<file path="config.mk">
export PLATFORM = sky130hd
export DESIGN_NAME = mca_frame_tx
export DESIGN_NICKNAME = d
export VERILOG_FILES = /design/src/rtl/mca_frame_tx.sv
export SDC_FILE = /design/constraint.sdc
export NUM_CORES = 1
export LEC_CHECK = 0
export CORE_UTILIZATION = 50
export CTS_CLUSTER_DIAMETER = 30
export DETAILED_ROUTE_END_ITERATION = 7
export PLACE_DENSITY = 0.76
export SYNTH_ARGS = -nofsm -noshare
export SYNTH_HDL_FRONTEND = slang
export SYNTH_SLANG_ARGS = --single-unit
</file>
<file path="constraint.sdc">
create_clock -name clk -period 2.2 [get_ports clk]
set_input_delay 0.22 -clock clk [delete_from_list [all_inputs] [get_ports clk]]
set_output_delay 0.22 -clock clk [all_outputs]
set_load 0.02 [all_outputs]
</file>
<file path="src/rtl/mca_frame_tx.sv">
// mca_frame_tx: streams one MCA spectrum frame from the histogram RAM read port
// to a byte-wide UART transmitter: HDR_LEN header bytes, then N_BINS bins of
// BIN_W bits each, optionally followed by a 16-bit byte-sum checksum.
//
// Optional feature: define MCA_TX_CHECKSUM_EN to append the checksum (2 bytes,
// MSB first) after the last bin.
//
// Ports:
//   clk, rst      clock, asynchronous active-high reset
//   start         pulse, begin one frame (ignored while busy)
//   continuous    level, restart a new frame as soon as the previous one ends
//   tx_ready      UART idle / able to accept a byte
//   ram_data      RAM read data, valid one cycle after ram_addr
//   ram_addr      RAM read address
//   start_tx      one-cycle load strobe for the UART, tx_data valid with it
//   tx_data       byte to transmit, held until the next start_tx
//   busy          frame in progress
//   frame_done    one-cycle pulse after the last byte of a frame was accepted
module mca_frame_tx #(
  parameter int unsigned N_BINS    = 1024,
  parameter int unsigned ADDR_W    = 10,
  parameter int unsigned BIN_W     = 16,
  parameter int unsigned HDR_LEN   = 6,
  parameter logic [63:0] HDR       = 64'h0000_6c61_756e_6368,  // "launch"
  parameter bit          MSB_FIRST = 1'b1,
  parameter int unsigned ACK_TMO   = 15
) (
  input  logic              clk,
  input  logic              rst,
  input  logic              start,
  input  logic              continuous,
  input  logic              tx_ready,
  input  logic [BIN_W-1:0]  ram_data,
  output logic [ADDR_W-1:0] ram_addr,
  output logic              start_tx,
  output logic [7:0]        tx_data,
  output logic              busy,
  output logic              frame_done
);

  localparam int unsigned BPB   = BIN_W / 8;
  localparam int unsigned IDX_W = 4;
  localparam int unsigned CNT_W = ADDR_W + 1;
  localparam int unsigned TMO_W = (ACK_TMO < 2) ? 1 : $clog2(ACK_TMO + 1);
  // Header left-aligned so header byte i always sits at bits [63-8i -: 8]
  localparam logic [63:0] HDR_ALIGN = HDR << (64 - 8 * HDR_LEN);

  typedef enum logic [2:0] {
    ST_IDLE,
    ST_HDR,
    ST_FETCH,
    ST_LOAD,
    ST_BIN,
`ifdef MCA_TX_CHECKSUM_EN
    ST_CSUM,
`endif
    ST_DONE
  } state_e;

  // Per-byte handshake phase: wait for ready, then wait for accept/timeout
  typedef enum logic {PH_RDY, PH_ACK} phase_e;

  state_e            state_q, state_d;
  phase_e            ph_q, ph_d;
  logic [TMO_W-1:0]  tmo_q, tmo_d;
  logic [IDX_W-1:0]  byte_idx_q, byte_idx_d;
  logic [CNT_W-1:0]  bin_idx_q, bin_idx_d;
  logic [BIN_W-1:0]  bin_sr_q, bin_sr_d;
  logic [ADDR_W-1:0] ram_addr_q, ram_addr_d;
  logic              start_tx_q, start_tx_d;
  logic [7:0]        tx_data_q, tx_data_d;
  logic              busy_q, busy_d;
  logic              frame_done_q, frame_done_d;
`ifdef MCA_TX_CHECKSUM_EN
  logic [15:0]       csum_q, csum_d;
`endif

  logic [7:0] hdr_byte_c;
  logic [7:0] cur_byte_c;
  logic       last_byte_c;
  logic       in_send_c;
  logic       ack_c;

  // Header byte selected by byte_idx
  always_comb begin
    hdr_byte_c = 8'h00;
    for (int i = 0; i < 8; i++) begin
      if (byte_idx_q == IDX_W'(i)) hdr_byte_c = HDR_ALIGN[8*(7-i) +: 8];
    end
  end

  // Byte to send in the current state and whether it is the state's last one
  always_comb begin
    cur_byte_c  = 8'h00;
    last_byte_c = 1'b0;
    in_send_c   = 1'b0;
    case (state_q)
      ST_HDR: begin
        in_send_c   = 1'b1;
        cur_byte_c  = hdr_byte_c;
        last_byte_c = (byte_idx_q == IDX_W'(HDR_LEN - 1));
      end
      ST_BIN: begin
        in_send_c   = 1'b1;
        cur_byte_c  = MSB_FIRST ? bin_sr_q[BIN_W-1 -: 8] : bin_sr_q[7:0];
        last_byte_c = (byte_idx_q == IDX_W'(BPB - 1));
      end
`ifdef MCA_TX_CHECKSUM_EN
      ST_CSUM: begin
        in_send_c   = 1'b1;
        cur_byte_c  = (byte_idx_q == '0) ? csum_q[15:8] : csum_q[7:0];
        last_byte_c = (byte_idx_q == IDX_W'(1));
      end
`endif
      default: ;
    endcase
  end

  // Byte counts as sent once the UART drops ready or the ack timeout expires
  assign ack_c = in_send_c && (ph_q == PH_ACK) &&
                 (!tx_ready || (tmo_q >= TMO_W'(ACK_TMO)));

  // Next-state and registered-output logic
  always_comb begin
    state_d      = state_q;
    ph_d         = ph_q;
    tmo_d        = tmo_q;
    byte_idx_d   = byte_idx_q;
    bin_idx_d    = bin_idx_q;
    bin_sr_d     = bin_sr_q;
    ram_addr_d   = ram_addr_q;
    start_tx_d   = 1'b0;
    tx_data_d    = tx_data_q;
    busy_d       = busy_q;
    frame_done_d = 1'b0;
`ifdef MCA_TX_CHECKSUM_EN
    csum_d       = csum_q;
`endif

    // Shared byte handshake for HDR / BIN / CSUM
    if (in_send_c) begin
      if (ph_q == PH_RDY) begin
        if (tx_ready) begin
          start_tx_d = 1'b1;
          tx_data_d  = cur_byte_c;
          ph_d       = PH_ACK;
          tmo_d      = '0;
          if (state_q == ST_BIN) begin
            bin_sr_d = MSB_FIRST ? (bin_sr_q << 8) : (bin_sr_q >> 8);
`ifdef MCA_TX_CHECKSUM_EN
            csum_d   = csum_q + 16'(cur_byte_c);
`endif
          end
        end
      end else if (ack_c) begin
        ph_d       = PH_RDY;
        byte_idx_d = last_byte_c ? '0 : byte_idx_q + IDX_W'(1);
      end else begin
        tmo_d = tmo_q + TMO_W'(1);
      end
    end

    case (state_q)
      ST_IDLE: begin
        busy_d = 1'b0;
        if (start || continuous) begin
          busy_d     = 1'b1;
          byte_idx_d = '0;
          bin_idx_d  = '0;
          ram_addr_d = '0;
          ph_d       = PH_RDY;
`ifdef MCA_TX_CHECKSUM_EN
          csum_d     = '0;
`endif
          state_d    = (HDR_LEN == 0) ? ST_FETCH : ST_HDR;
        end
      end
      ST_HDR: begin
        if (ack_c && last_byte_c) state_d = ST_FETCH;
      end
      ST_FETCH: begin
        // Address is already stable here; RAM returns data during LOAD
        ram_addr_d = ADDR_W'(bin_idx_q);
        state_d    = ST_LOAD;
      end
      ST_LOAD: begin
        bin_sr_d   = ram_data;
        byte_idx_d = '0;
        ph_d       = PH_RDY;
        state_d    = ST_BIN;
      end
      ST_BIN: begin
        if (ack_c && last_byte_c) begin
          if (bin_idx_q == CNT_W'(N_BINS - 1)) begin
`ifdef MCA_TX_CHECKSUM_EN
            state_d = ST_CSUM;
`else
            state_d = ST_DONE;
`endif
          end else begin
            bin_idx_d  = bin_idx_q + CNT_W'(1);
            ram_addr_d = ADDR_W'(bin_idx_q + CNT_W'(1));
            state_d    = ST_FETCH;
          end
        end
      end
`ifdef MCA_TX_CHECKSUM_EN
      ST_CSUM: begin
        if (ack_c && last_byte_c) state_d = ST_DONE;
      end
`endif
      ST_DONE: begin
        frame_done_d = 1'b1;
        busy_d       = 1'b0;
        ram_addr_d   = '0;
        state_d      = ST_IDLE;
      end
      default: state_d = ST_IDLE;
    endcase
  end

  // State and output registers
  always_ff @(posedge clk or posedge rst) begin
    if (rst) begin
      state_q      <= ST_IDLE;
      ph_q         <= PH_RDY;
      tmo_q        <= '0;
      byte_idx_q   <= '0;
      bin_idx_q    <= '0;
      bin_sr_q     <= '0;
      ram_addr_q   <= '0;
      start_tx_q   <= 1'b0;
      tx_data_q    <= 8'h00;
      busy_q       <= 1'b0;
      frame_done_q <= 1'b0;
`ifdef MCA_TX_CHECKSUM_EN
      csum_q       <= '0;
`endif
    end else begin
      state_q      <= state_d;
      ph_q         <= ph_d;
      tmo_q        <= tmo_d;
      byte_idx_q   <= byte_idx_d;
      bin_idx_q    <= bin_idx_d;
      bin_sr_q     <= bin_sr_d;
      ram_addr_q   <= ram_addr_d;
      start_tx_q   <= start_tx_d;
      tx_data_q    <= tx_data_d;
      busy_q       <= busy_d;
      frame_done_q <= frame_done_d;
`ifdef MCA_TX_CHECKSUM_EN
      csum_q       <= csum_d;
`endif
    end
  end

  assign ram_addr   = ram_addr_q;
  assign start_tx   = start_tx_q;
  assign tx_data    = tx_data_q;
  assign busy       = busy_q;
  assign frame_done = frame_done_q;

endmodule
</file>
==> impl_summary.txt <==
----------------------------------------------------
[Worst setup path]
  Max stage delay cell, worst path ... sky130_fd_sc_hd__dfrtp_1
  Worst path required time ... around 2.5 ns
  Setup crit start kind ... flop
  List of cells traversed by the critical path ... inv_2 > ha_2 > or3b_4 > a221oi_4 > a31oi_2 > buf_12 > a211oi_1 > a21o_1
  Worst Path Class, Setup ... reg2reg
  CP Capture Type ... flop
  CP max stage delay ... 0.41 ns
  Biggest fanout along the worst timing path ... 20
  Critical path buffer and inverter count ... 2
  Critical path's top delay family ... compound AO/OA/AOI/OAI gates
  Arrival time at the worst endpoint ... 2.42 ns

[Placement]
  Pre-CTS worst setup slack ... 0.0155 ns
  Weighted congestion at the end of routability-driven global placement ... 0.856
  Detail Placement HPWL ... 4990 microns
  Count of port buffers added during placement ... 41
  Total instance count after detailed placement ... 464
  Post-place instance area ... between 3000 and 4000 sq um

[Final layout]
  Fraction of layout cells with a size suffix above 1 ... 14.7%
  Cell area after layout ... ~4100 sq um
  Synth-to-layout area growth ... 29.0%
  Number of diodes ... 0
  Non-filler instance count after layout ... around 480
  Post-layout util ... 68.3%
  Nets ... about 430
  Number of fillers in the final layout ... around 480

[GRT]
  Maximum number of pins on one net before global-route repair ... just over 60
  Global-route wire length before repair ... 11,700 microns
  Via count of the first global-routing pass ... approximately 2,400
  Leftover overflow at the end of global routing ... 0
  Initial antenna violation count ... 0
  Total global routing track utilization ... 23.5%

[Drt]
  Initial drt markers ... between 150 and 200
  Mean number of vias per cell ... around 5.7
  Number of remaining DRC errors ... 0
  Total wirelength of the detailed-routed design ... roughly 7200 microns
  Antenna Violating Nets Remaining ... 0
  Detailed-route wire length per cell ... 15.0 microns
  Number of detailed-routing iterations run before antenna repair ... 4
  Via Count ... 2,744

[Clock tree]
  Maximum buffer depth of the clock tree ... 2
  Sink Count ... 60
  TritonCTS clock tree ... done
  Worst-skew pair later-pin latency ... approximately 0.34 ns
  Number of buffers created by CTS ... 9
  Clock transition at the registers of the reported paths ... 0.07 ns
  CTS root buffer ... sky130_fd_sc_hd__clkbuf_8
  Number of H-tree levels ... 3

[Synthesis]
  Number of standard cells after synthesis ... approximately 350
  Synth cell types ... 50
  Synth Cell Area ... around 3200 sq um
  Area share of the leading cell type in the synthesized netlist ... 47.0%
  Warnings, synthesis ... 0
  Async SR Flop Fraction ... between 90% and 100%
  Register bit count reported by yosys ... 60
  Most numerous cell in the Yosys netlist ... sky130_fd_sc_hd__dfrtp_1
  Cell type with the highest aggregate area in the netlist ... sky130_fd_sc_hd__dfrtp_1
  Leading cell types by total area after synthesis ... sky130_fd_sc_hd__dfrtp_1 (47%), sky130_fd_sc_hd__nand2_1 (6.4%), sky130_fd_sc_hd__o21ai_0 (5.6%)
  Mean instance size in the synthesized netlist ... just over 9 sq um
  Portion of the post-synthesis area used by sequential elements ... roughly 47%
  Synth Flop Type ... sky130_fd_sc_hd__dfrtp_1
  Most instantiated cells after synthesis ... sky130_fd_sc_hd__dfrtp_1 (60), sky130_fd_sc_hd__nand2_1 (54), sky130_fd_sc_hd__o21ai_0 (36)
  Post-synth net total ... roughly 370
  Count of flip-flops with a built-in enable after synthesis ... 0

[Pwr]
  Maximum resistive drop on vdd ... between 0.6 and 0.7 mV
  Fraction of power spent switching nets ... a little over a third
  Combinational Power Share ... around two fifths
  Part of the power in the clock network ... a little over a quarter
  Total power consumption of the routed design ... about 4.5 mW
  Int Pwr ... 2.86 mW
  Pleak ... around 1.8 nW
  Total power density per cell area ... around 1100 nW/um^2
  Power dissipated by switching net loads ... 1.62 mW
  Seq pwr share ... roughly a third

[Timing]
  Setup TNS ... 0 ns
  Tcrit/Tclk final ... a little over nine tenths
  Final hold violation count ... 0
  Time the worst path needs with I/O delays and setup ... approximately 2.1 ns
  Worst Max-Slew Pin Slew ... approximately 0.46 ns
  Highest attainable clock frequency ... 466 MHz
  Pins over their slew limit ... 0
  Worst Hold Margin ... around 0.24 ns
  Final setup skew ... 0.0101 ns
  Count of endpoints failing setup in the final report ... 0
  Relative slew slack ... 68.7%
  Post-route setup slack ... about 0.052 ns

[Floorplan]
  I/O pin count ... 42
  Std-Cell Rows ... 28
  Area of the die ... approximately 6700 sq um
  Width of the die ... 81.9 microns
  Initial cell density of the core ... a little over half
  Overall die height ... roughly 82 microns
  Core area ... 6030 sq um

[Worst hold path]
  Worst min-delay path category ... in2async

[Run status]
  Result of the run ... completed

[Job]
  Max capacitance violation total ... 0

----------------------------------------------------
## area by class of cell
cell class	count	area, sq um	share of cell area [%]
timing repair buffer	70	666	16.2
multi-input combinational	251	1580	38.3
sequential	60	1500	36.5
clock buffer	10	128	3.10
inverter	10	37.5	0.912
clock inverter	6	113	2.73
tap	75	93.8	2.28
## worst min-delay path: stages
cell and delay (ns):
sky130_fd_sc_hd__clkdlybuf4s50_1 0.41, sky130_fd_sc_hd__inv_2 0.07, sky130_fd_sc_hd__buf_12 0.27
## path summary, 6_finish.rpt
path / slack [ns] / start / end / cells past startpoint
setup / recovery: 0.05 / byte_idx_q[1] / ram_addr[7] / 8
hold / removal: 0.24 / rst / bin_sr_q[15] / 3
setup reg to reg: 0.05 / byte_idx_q[1] / ram_addr[7] / 8
hold reg to reg: 0.48 / ram_addr[0] / ram_addr[0] / 2
max in group asynchronous: 1.67 / rst / ram_addr[1] / 3
min in group clk: 0.43 / ram_data[1] / bin_sr_q[1] / 3
## logic make-up after synthesis
kind of cell             Yosys count  share of synthesized area (%)
multiplexers                      10                           3.18
flip-flops                        60                           47.0
AO/OA/AOI/OAI                    103                           21.6
buffers and inverters             34                           4.55
XOR/XNOR                           9                           2.47
AND/OR/NAND/NOR                  123                           18.8
adder cells (fa/ha/maj)            6                           2.35
## per-layer routing
metal	track usage (%)	vias to the layer above	routed length (microns)	part of all wire, %
met3	6.33	13	363	5.0
met5	0	-	0	0
li1	-	1350	-	-
met1	32.6	1298	3470	48
met2	34.6	83	3270	45
met4	9.65	0	129	1.8
## sequential cells by signal, summed over array words and instances (netlist names), 3 cells and up
signal / flops
tmo_q: 4
ram_addr: 10
bin_idx_q: 11
tx_data: 8
state_q: 3
bin_sr_q: 16
byte_idx_q: 4
## power groups by stage
stage,sequential (mW),clock (mW),combinational [mW]
2_1_floorplan,1.63,0,0.997
3_3_place_gp,1.56,0,1.63
3_5_place_dp,1.58,0,1.67
4_1_cts,1.56,1.21,1.68
5_1_grt,1.60,1.27,1.91
6_report,1.56,1.20,1.72
## cell usage in the layout, fill, tap and decap left out, types with 6 or more instances in the layout
cell type                          n
sky130_fd_sc_hd__o31ai_1           9
sky130_fd_sc_hd__mux2i_1           9
sky130_fd_sc_hd__buf_4            26
sky130_fd_sc_hd__nand3_1           9
sky130_fd_sc_hd__a21oi_1          10
sky130_fd_sc_hd__a21o_1            8
sky130_fd_sc_hd__o21ai_0          36
sky130_fd_sc_hd__nor2_1           21
sky130_fd_sc_hd__nand4_1           6
sky130_fd_sc_hd__dfrtp_1          60
sky130_fd_sc_hd__nand2_1          54
sky130_fd_sc_hd__inv_1             8
sky130_fd_sc_hd__clkbuf_8          9
sky130_fd_sc_hd__clkdlybuf4s50_1  41
sky130_fd_sc_hd__a22oi_1          12
## repair_timing
item / in CTS / in global routing
gates resized for setup: 0 / 10
buffers inserted: 1 / 1
endpoints found under the hold margin: 0 / 0
pin swaps: 0 / 1
hold buffers: 0 / 0
cloned: 0 / 0
setup endpoints to repair: 1 / 20
No activity file was read; power rests on OpenSTA's default activity.
